$ cat src/rtl/ddma_arb_pkg.sv
// ddma_arb_pkg
// Shared types and defaults for the DDMA arbiter slice.
//   ddma_arb_state_t       : arbiter FSM states
//   DEFAULT_TIMEOUT_CYCLES : default watchdog limit per transfer
package ddma_arb_pkg;

  typedef enum logic [1:0] {
    IDLE  = 2'd0,
    ISSUE = 2'd1,
    BUSY  = 2'd2,
    DONE  = 2'd3
  } ddma_arb_state_t;

  localparam int DEFAULT_TIMEOUT_CYCLES = 1024;

endpackage

$ cat src/rtl/rr_arbiter.sv
// rr_arbiter
// Combinational rotating-priority select. The search starts one position
// after the last owner and wraps, so the previous owner is considered last.
// Ports:
//   req_i   : request vector
//   last_i  : index of the previous owner
//   grant_o : one-hot winner (zero when no request)
//   idx_o   : binary index of the winner
//   valid_o : at least one request present
module rr_arbiter import ddma_arb_pkg::*; #(
  parameter int NUM_REQ = 4
) (
  input  logic [NUM_REQ-1:0]         req_i,
  input  logic [$clog2(NUM_REQ)-1:0] last_i,
  output logic [NUM_REQ-1:0]         grant_o,
  output logic [$clog2(NUM_REQ)-1:0] idx_o,
  output logic                       valid_o
);

  localparam int IDXW = $clog2(NUM_REQ);
  localparam logic [IDXW:0] NUM_REQ_W = (IDXW+1)'(NUM_REQ);

  logic [IDXW:0]   sum;
  logic [IDXW-1:0] cand;

  // Walk the candidates last+1 .. last+NUM_REQ (mod NUM_REQ); the first
  // requester found wins. The extra sum bit keeps the wrap subtraction exact
  // for non-power-of-two requester counts.
  always_comb begin
    grant_o = '0;
    idx_o   = '0;
    valid_o = 1'b0;
    sum     = '0;
    cand    = '0;
    for (int off = 1; off <= NUM_REQ; off++) begin
      sum = {1'b0, last_i} + (IDXW+1)'(off);
      if (sum >= NUM_REQ_W) begin
        sum = sum - NUM_REQ_W;
      end
      cand = sum[IDXW-1:0];
      if (!valid_o && req_i[cand]) begin
        valid_o       = 1'b1;
        grant_o[cand] = 1'b1;
        idx_o         = cand;
      end
    end
  end

endmodule

$ cat src/rtl/ddma_arbiter.sv
// ddma_arbiter
// Shares one DDMA engine between NUM_REQ requesters with round-robin grants,
// follows the DDMA busy handshake, pulses per-requester completion and aborts
// transfers that exceed TIMEOUT_CYCLES.
// Ports:
//   clock, reset      : clock and synchronous active-low reset
//   req_in            : per-requester request level
//   addr_in/nbytes_in : packed per-requester address / byte count
//   grant_out         : one-hot current owner
//   done_out          : one-cycle completion (or abort) pulse to the owner
//   err_clr_in        : clears the sticky timeout flag
//   err_out/err_id_out: sticky timeout flag and the requester that caused it
//   dma_addr_out, dma_nbytes_out, dma_cmd_out : to the DDMA engine
//   dma_status_in     : DDMA busy indication
module ddma_arbiter import ddma_arb_pkg::*; #(
  parameter int NUM_REQ        = 4,
  parameter int DATA_WIDTH     = 32,
  parameter int TIMEOUT_CYCLES = DEFAULT_TIMEOUT_CYCLES
) (
  input  logic                          clock,
  input  logic                          reset,
  input  logic [NUM_REQ-1:0]            req_in,
  input  logic [NUM_REQ*DATA_WIDTH-1:0] addr_in,
  input  logic [NUM_REQ*DATA_WIDTH-1:0] nbytes_in,
  output logic [NUM_REQ-1:0]            grant_out,
  output logic [NUM_REQ-1:0]            done_out,
  input  logic                          err_clr_in,
  output logic                          err_out,
  output logic [$clog2(NUM_REQ)-1:0]    err_id_out,
  output logic [DATA_WIDTH-1:0]         dma_addr_out,
  output logic [DATA_WIDTH-1:0]         dma_nbytes_out,
  output logic                          dma_cmd_out,
  input  logic                          dma_status_in
);

  localparam int IDXW = $clog2(NUM_REQ);
  localparam int WDW  = $clog2(TIMEOUT_CYCLES + 1);
  localparam logic [WDW-1:0] WD_LAST = WDW'(TIMEOUT_CYCLES - 1);

  ddma_arb_state_t       state_q, state_d;
  logic [NUM_REQ-1:0]    grant_q, grant_d;
  logic [NUM_REQ-1:0]    done_q, done_d;
  logic [DATA_WIDTH-1:0] addr_q, addr_d;
  logic [DATA_WIDTH-1:0] nbytes_q, nbytes_d;
  logic [IDXW-1:0]       owner_q, owner_d;
  logic [IDXW-1:0]       last_q, last_d;
  logic [IDXW-1:0]       err_id_q, err_id_d;
  logic                  err_q, err_d;
  logic [WDW-1:0]        wd_q, wd_d;
  logic                  timeout;

  logic [NUM_REQ-1:0]    arb_grant;
  logic [IDXW-1:0]       arb_idx;
  logic                  arb_valid;

  logic [DATA_WIDTH-1:0] addr_arr   [NUM_REQ];
  logic [DATA_WIDTH-1:0] nbytes_arr [NUM_REQ];

  for (genvar g = 0; g < NUM_REQ; g++) begin : g_unpack
    assign addr_arr[g]   = addr_in[g*DATA_WIDTH +: DATA_WIDTH];
    assign nbytes_arr[g] = nbytes_in[g*DATA_WIDTH +: DATA_WIDTH];
  end

  rr_arbiter #(
    .NUM_REQ (NUM_REQ)
  ) u_rr (
    .req_i   (req_in),
    .last_i  (last_q),
    .grant_o (arb_grant),
    .idx_o   (arb_idx),
    .valid_o (arb_valid)
  );

  // Next-state logic. IDLE spends one cycle latching the winner and a second
  // deciding between ISSUE and the zero-length shortcut, which is why a grant
  // is visible one cycle before the command. done_out is raised on every
  // entry into DONE so it coincides with that one-cycle state; a timeout also
  // enters DONE, so aborted requesters still get their pulse.
  always_comb begin
    state_d  = state_q;
    grant_d  = grant_q;
    done_d   = '0;
    addr_d   = addr_q;
    nbytes_d = nbytes_q;
    owner_d  = owner_q;
    last_d   = last_q;
    err_d    = err_q;
    err_id_d = err_id_q;
    wd_d     = wd_q;
    timeout  = 1'b0;

    case (state_q)
      IDLE: begin
        if (grant_q == '0) begin
          if (arb_valid) begin
            grant_d  = arb_grant;
            owner_d  = arb_idx;
            addr_d   = addr_arr[arb_idx];
            nbytes_d = nbytes_arr[arb_idx];
          end
        end else begin
          wd_d = '0;
          if (nbytes_q != '0) begin
            state_d = ISSUE;
          end else begin
            state_d = DONE;
          end
        end
      end
      ISSUE: begin
        wd_d = wd_q + WDW'(1);
        if (wd_q == WD_LAST) begin
          timeout = 1'b1;
          state_d = DONE;
        end else if (dma_status_in) begin
          state_d = BUSY;
        end
      end
      BUSY: begin
        wd_d = wd_q + WDW'(1);
        if (wd_q == WD_LAST) begin
          timeout = 1'b1;
          state_d = DONE;
        end else if (!dma_status_in) begin
          state_d = DONE;
        end
      end
      DONE: begin
        grant_d = '0;
        last_d  = owner_q;
        wd_d    = '0;
        state_d = IDLE;
      end
      default: begin
        state_d = IDLE;
      end
    endcase

    if (state_d == DONE) begin
      done_d[owner_q] = 1'b1;
    end

    // A fresh timeout outranks a simultaneous clear.
    if (timeout) begin
      err_d    = 1'b1;
      err_id_d = owner_q;
    end else if (err_clr_in) begin
      err_d    = 1'b0;
      err_id_d = '0;
    end
  end

  // State and output registers. The pointer resets to the last requester so
  // requester 0 is first in line after reset.
  always_ff @(posedge clock) begin
    if (!reset) begin
      state_q  <= IDLE;
      grant_q  <= '0;
      done_q   <= '0;
      addr_q   <= '0;
      nbytes_q <= '0;
      owner_q  <= '0;
      last_q   <= IDXW'(NUM_REQ - 1);
      err_q    <= 1'b0;
      err_id_q <= '0;
      wd_q     <= '0;
    end else begin
      state_q  <= state_d;
      grant_q  <= grant_d;
      done_q   <= done_d;
      addr_q   <= addr_d;
      nbytes_q <= nbytes_d;
      owner_q  <= owner_d;
      last_q   <= last_d;
      err_q    <= err_d;
      err_id_q <= err_id_d;
      wd_q     <= wd_d;
    end
  end

  assign grant_out      = grant_q;
  assign done_out       = done_q;
  assign err_out        = err_q;
  assign err_id_out     = err_id_q;
  assign dma_addr_out   = addr_q;
  assign dma_nbytes_out = nbytes_q;
  assign dma_cmd_out    = (state_q == ISSUE);

endmodule

$ cat config.mk
export PLATFORM = sky130hd
export DESIGN_NAME = ddma_arbiter
export DESIGN_NICKNAME = d
export VERILOG_FILES = /design/src/rtl/ddma_arb_pkg.sv /design/src/rtl/rr_arbiter.sv /design/src/rtl/ddma_arbiter.sv
export SDC_FILE = /design/constraint.sdc
export NUM_CORES = 1
export LEC_CHECK = 0
export ABC_AREA = 1
export BUFFER_PORTS_ARGS = -buffer_cell sky130_fd_sc_hd__buf_2
export CAP_MARGIN = 20
export CORE_ASPECT_RATIO = 0.9
export CORE_MARGIN = 2
export CORE_UTILIZATION = 35
export DETAILED_ROUTE_END_ITERATION = 7
export SLEW_MARGIN = 20
export SYNTH_ARGS = -nofsm -noshare
export SYNTH_HDL_FRONTEND = slang
export SYNTH_SLANG_ARGS = --single-unit
$ cat constraint.sdc
create_clock -name clock -period 5.4 [get_ports clock]
set_input_delay 0.54 -clock clock [delete_from_list [all_inputs] [get_ports clock]]
set_output_delay 0.54 -clock clock [all_outputs]
set_load 0.01 [all_outputs]
==> results of run 1 <==
## worst max-delay path by stage
stage,start,end,cells past startpoint
floorplan,last_q[0],dma_addr_out[6],15
global placement,last_q[0],dma_nbytes_out[21],16
detailed placement,last_q[0],dma_addr_out[18],16
CTS,last_q[0],dma_nbytes_out[21],16
global route,last_q[0],dma_addr_out[28],16
finish,last_q[0],dma_addr_out[18],16
## cell usage in the layout, fill, tap and decap left out, drive strengths merged, types with 2 or more instances in the layout
cell    count
buf       345
nand2     297
inv       222
nor2      189
nand3     177
dfxtp      92
a21oi      46
nor3b      42
ha         14
o21ai      12
clkbuf     11
nor3       10
nand4       9
o22ai       5
nor4        3
clkinv      2
## metal layers
layer / wire length (µm) / part of all wire (%)
met5: 18 / 0.075
met4: 340 / 1.4
met3: 1610 / 6.7
met2: 11800 / 49
met1: 10400 / 43
## final cells by class
| class | count | area [µm²] |
|---|---|---|
| Multi-Input combinational cell | 810 | 3810 |
| Timing Repair Buffer | 345 | 1740 |
| Inverter | 220 | 828 |
| Fill cell | 2137 | 10300 |
| Sequential cell | 92 | 1840 |
| Clock buffer | 11 | 253 |
| Clock inverter | 5 | 57.6 |
| Tap cell | 250 | 313 |
## Yosys cell counts (4+ instances only)
cell type	instances
nand2_2	9
o21ai_0	10
nand2_1	287
o22ai_1	5
nor3_1	10
buf_6	13
a21oi_1	45
buf_4	4
inv_2	4
dfxtp_1	92
nor3b_2	10
nand4_1	9
clkbuf_1	16
nand3_1	176
ha_1	14
buf_2	19
inv_1	215
nor3b_1	32
nor2_1	188
buf_1	10
## sequential cells by signal, summed over array words and instances (netlist names)
| name | cells |
|---|---|
| state_q | 2 |
| dma_nbytes_out | 32 |
| err_id_out | 2 |
| last_q | 2 |
| done_out | 4 |
| wd_q | 11 |
| err_out | 1 |
| dma_addr_out | 32 |
| owner_q | 2 |
| grant_out | 4 |
## worst max-delay path, cell delays in order (launching register included)
cell	delay, ns
dfxtp_1	0.64
inv_4	0.12
ha_1	0.37
inv_1	0.10
nand2_2	0.07
nand2_2	0.09
inv_2	0.08
nand2_2	0.13
nand2_1	0.08
nand2_2	0.06
buf_4	0.44
nand2_4	0.60
inv_2	0.80
nand2_1	0.14
nand3_1	0.13
nand2_1	0.08
nor2_1	0.09
## through the flow
stage	hold slack, ns	utilization (%)	instance area (µm²)
3_5_place_dp	0.454	44.6	8540
6_report	0.454	46.2	8850
4_1_cts	0.441	46.2	8850
2_1_floorplan	0.458	-	6840
5_1_grt	0.457	46.2	8850
3_3_place_gp	0.448	44.5	8530
## cells by family after synthesis
logic type / share of synthesized area [%]
flip-flops: 26.9
adder cells (fa/ha/maj): 2.56
AO/OA/AOI/OAI: 5.34
buffers and inverters: 17.5
AND/OR/NAND/NOR: 47.6
## power breakdown
part / internal [µW] / leakage [µW] / switching, µW
logic: 723 / 0.00428 / 1350
clock network: 386 / 0.000156 / 284
registers: 946 / 0.000759 / 184
==> impl_metrics.tcl, run 1 <==
set metrics [dict create \
    status "finished, final reports clean" \
    ys_top_cells_by_area "dfxtp_1 (27%), nand2_1 (16%), nand3_1 (13%)" \
    hold_violations 0 \
    initial_core_util_pct 35.7 \
    ys_ff_latch 92 \
    power.density_nw_per_um2 438 \
    yosys.area.top_type "dfxtp_1" \
    report.final.slew_viol_count 0 \
    fin_crit_ns 4.12 \
    r2r_cells 16 \
    setup_viol 0 \
    io_pins 340 \
    grt_pass1_vias 7494 \
    setup_ws_ns 1.28 \
    place_congestion 0.919 \
    avgRoutedWirePerCell_um 13.9 \
    num_antenna_cells 0 \
    end_kind "flop" \
    holdPathStages 4 \
    die_y_um 137 \
    path_class "flop to flop" \
    max_freq_ghz 0.243 \
    cts_buffers 9 \
    placement.io_buffers 339 \
    grt_util_met1_pct 29.3 \
    seq_area_frac_synth_pct 26.9 \
    post_cts_buffers 0 \
    cp.required_ns 5.69 \
    rsz0062_at_grt "no" \
    rows 48 \
    placed_cells 1717 \
    grt_pass1_wl_um 37600 \
    clk_path_buf_depth 2 \
    regToRegStartpoint "last_q[0]" \
    fin_crit_sh_pct 76.3 \
    grt_util_met3_pct 6.23 \
    coreArea_um2 19200 \
    nNetsFinal 1756 \
    cts_hold_buf 0 \
    grt_busiest_layer "met2" \
    antenna_found_initial 2 \
    hp-start "err_clr_in" \
    whs_endpoint "err_out" \
    maxCapViolations 0 \
    synth_edf_count 0 \
    avgViaCountPerCell 4.65 \
    grt_max_degree 85 \
    hpwl_um 18200 \
    path_clk_slew_ns 0.07 \
    ir_drop_uv 263 \
    leakagePower_uw 0.00519 \
    worst_slew_pin_slew_ns 1.07 \
    dieArea_um2 20700 \
    synth_area_um2 6840 \
    synthToLayoutAreaGrowth_pct 29.4 \
    fin_skew_ns 0.00399 \
    ys_async_sr_fraction_pct 0 \
    grt_usage_pct 23.0 \
    r2r_end "dma_addr_out[18]" \
    yosys.area.top_type_share_pct 26.9 \
    syn_nets 1462 \
    synth_flop_cell "dfxtp_1" \
    gr-total-overflow 0 \
    wirelength_um 24100 \
    die_x_um 151 \
    maxSlewHeadroom_pct 28.3 \
    worstPathArrival_ns 4.41 \
    detail-route-antenna-nets 0 \
    drive_gt1_share_pct 26.4 \
    syn-instance-count 1184 \
    grt_use_met2_pct 38.9 \
    htreeDepth 3 \
    start_kind "flop" \
    first_pass_iters 5 \
    place_ws_ns 1.26 \
    cts_resized 0 \
    hold_class "primary input to flop" \
    crit_path_max_fanout 84 \
    rrSetupSlack_ns 1.28 \
    final.setup.tns_ns 0 \
    cts_tree "yes" \
    drtIter0Drc 388 \
    route.vias.total 8051 \
    yosys_warnings 0 \
    clock_latency_ns 0.35 \
    clock-root-buffer "clkbuf_16" \
    finalPower_uw 3870 \
    syn_area_per_cell_um2 5.78 \
    finalNonFillerCells 1733 \
    ys_types 34 \
    cts.sinks 92 \
    drcViolationCount 0 \
]
Power figures use the tool's default switching activity.
==> inputs of run 2 (changes only) <==
==> constraint.sdc (replaced) <==
create_clock -name clock -period 3.9 [get_ports clock]
set_input_delay 0.39 -clock clock [delete_from_list [all_inputs] [get_ports clock]]
set_output_delay 0.39 -clock clock [all_outputs]
set_load 0.01 [all_outputs]
==> impl_metrics.tcl, run 2 (synthesis gave the netlist of run 1 again) <==
set metrics [dict create \
    coreArea_um2 19200 \
    nNetsFinal 1761 \
    wirelength_um 23900 \
    whs_endpoint "err_out" \
    grt_usage_pct 22.4 \
    grt_max_degree 78 \
    placement.io_buffers 339 \
    grt_pass1_vias 7307 \
    io_pins 340 \
    mostFrequentLayoutCell "buf_2" \
    fillers 2107 \
    worst_slew_pin_slew_ns 0.853 \
    end_kind "flop" \
    drive_gt1_share_pct 26.5 \
    cts_resized 0 \
    die_x_um 151 \
    cts.sinks 92 \
    post_cts_buffers 0 \
    final_core_util_pct 46.4 \
    htreeDepth 3 \
    place_congestion 0.832 \
    dieArea_um2 20700 \
    fin_skew_ns 0.0129 \
    gr-total-overflow 0 \
    path_class "flop to flop" \
    crit_path_max_fanout 39 \
    clock_latency_ns 0.35 \
    worstPathArrival_ns 3.70 \
    clock-root-buffer "clkbuf_16" \
    cts_tree "yes" \
    final_cell_mix "buf_2 (339), nand2_1 (287), inv_1 (214), nor2_1 (187), nand3_1 (176)" \
    cts_buffers 9 \
    route.vias.total 8109 \
    ir_drop_uv 479 \
    cts_hold_buf 0 \
    hold_class "primary input to flop" \
    drtIter0Drc 438 \
    avgViaCountPerCell 4.66 \
    path_clk_slew_ns 0.07 \
    power.density_nw_per_um2 607 \
    report.final.slew_viol_count 0 \
    r2r_end "dma_nbytes_out[5]" \
    hold_violations 0 \
    final.setup.tns_ns 0 \
    start_kind "flop" \
    avgRoutedWirePerCell_um 13.7 \
    grt_pass1_wl_um 36500 \
    hpwl_um 18200 \
    regToRegStartpoint "last_q[0]" \
    antenna_found_initial 3 \
    rsz0062_at_grt "no" \
    status "finished, final reports clean" \
    first_pass_iters 5 \
    finalPower_uw 5390 \
    hp-start "err_clr_in" \
    initial_core_util_pct 35.7 \
    rows 48 \
    setup_viol 0 \
    cp.required_ns 4.14 \
    maxSlewHeadroom_pct 42.9 \
    leakagePower_uw 0.00520 \
    rrSetupSlack_ns 0.44 \
    synthToLayoutAreaGrowth_pct 29.9 \
    drcViolationCount 0 \
    fin_crit_ns 3.46 \
    holdPathStages 4 \
    die_y_um 137 \
    detail-route-antenna-nets 0 \
    r2r_cells 11 \
    maxCapViolations 0 \
    fin_crit_sh_pct 88.8 \
    max_freq_ghz 0.289 \
    clk_path_buf_depth 2 \
]
==> run 2: cell count changes in the layout (fill, tap and decap cells not counted), moves of 2 or more <==
cell,previous run,this run
buf_4,6,10
clkbuf_1,0,2
clkbuf_8,2,0
clkinv_2,2,0
clkinvlp_4,0,3
==> run 2: metal layers <==
| metal | share of wire (%) | track usage [%] |
|---|---|---|
| met1 | 44 | 28.1 |
| met2 | 48 | 37.8 |
| met3 | 6.0 | 6.23 |
| met4 | 1.9 | 5.66 |
| met5 | 0.029 | 0 |
==> run 2: critical path, cell delays in order, from the launching register on <==
cell     delay, ns
dfxtp_1       0.63
inv_4         0.13
ha_1          0.37
inv_1         0.08
nand2_2       0.08
nand2_2       0.07
nor2_4        0.14
nand2_2       0.11
o21ai_4       0.70
nand2_4       0.55
nor3b_1       0.38
nor2_1        0.06
==> run 2: worst max path at each step <==
stage | from | to | slack, ns | depth (start not counted)
finish | last_q[0] | dma_nbytes_out[5] | 0.44 | 11
global route | last_q[0] | dma_nbytes_out[5] | 0.23 | 10
floorplan | last_q[0] | dma_addr_out[6] | 1.61 | 15
CTS | last_q[0] | dma_nbytes_out[5] | 0.1 | 10
global placement | last_q[0] | dma_addr_out[30] | 0.26 | 10
detailed placement | last_q[0] | dma_nbytes_out[5] | 0.10 | 10
==> run 2: area by class of cell <==
class                   count  area [µm²]  area share, %
diodes                      1        2.50         0.0282
clock buffers              11         233           2.62
repair buffers            350        1790           20.2
well taps                 250         313           3.52
clock inverters             5        61.3          0.690
inverters                 220         828           9.33
flip-flops and latches     92        1840           20.7
multi-input cells         810        3810           42.9
==> run 2: where the power goes <==
part           switching, µW  leakage (µW)  internal [µW]
Clock                    399      0.000132            500
Combinational           1910       0.00431           1030
Sequential               246      0.000759           1310
==> run 2: stage by stage <==
stage	instances	area [µm²]	setup WS (ns)	hold WS, ns
floorplan	1184	6840	1.61	0.458
global placement	1722	8580	0.257	0.450
detailed placement	1722	8580	0.103	0.454
CTS	1738	8870	0.0992	0.294
global route	1739	8880	0.229	0.320
finish	1739	8880	0.438	0.302
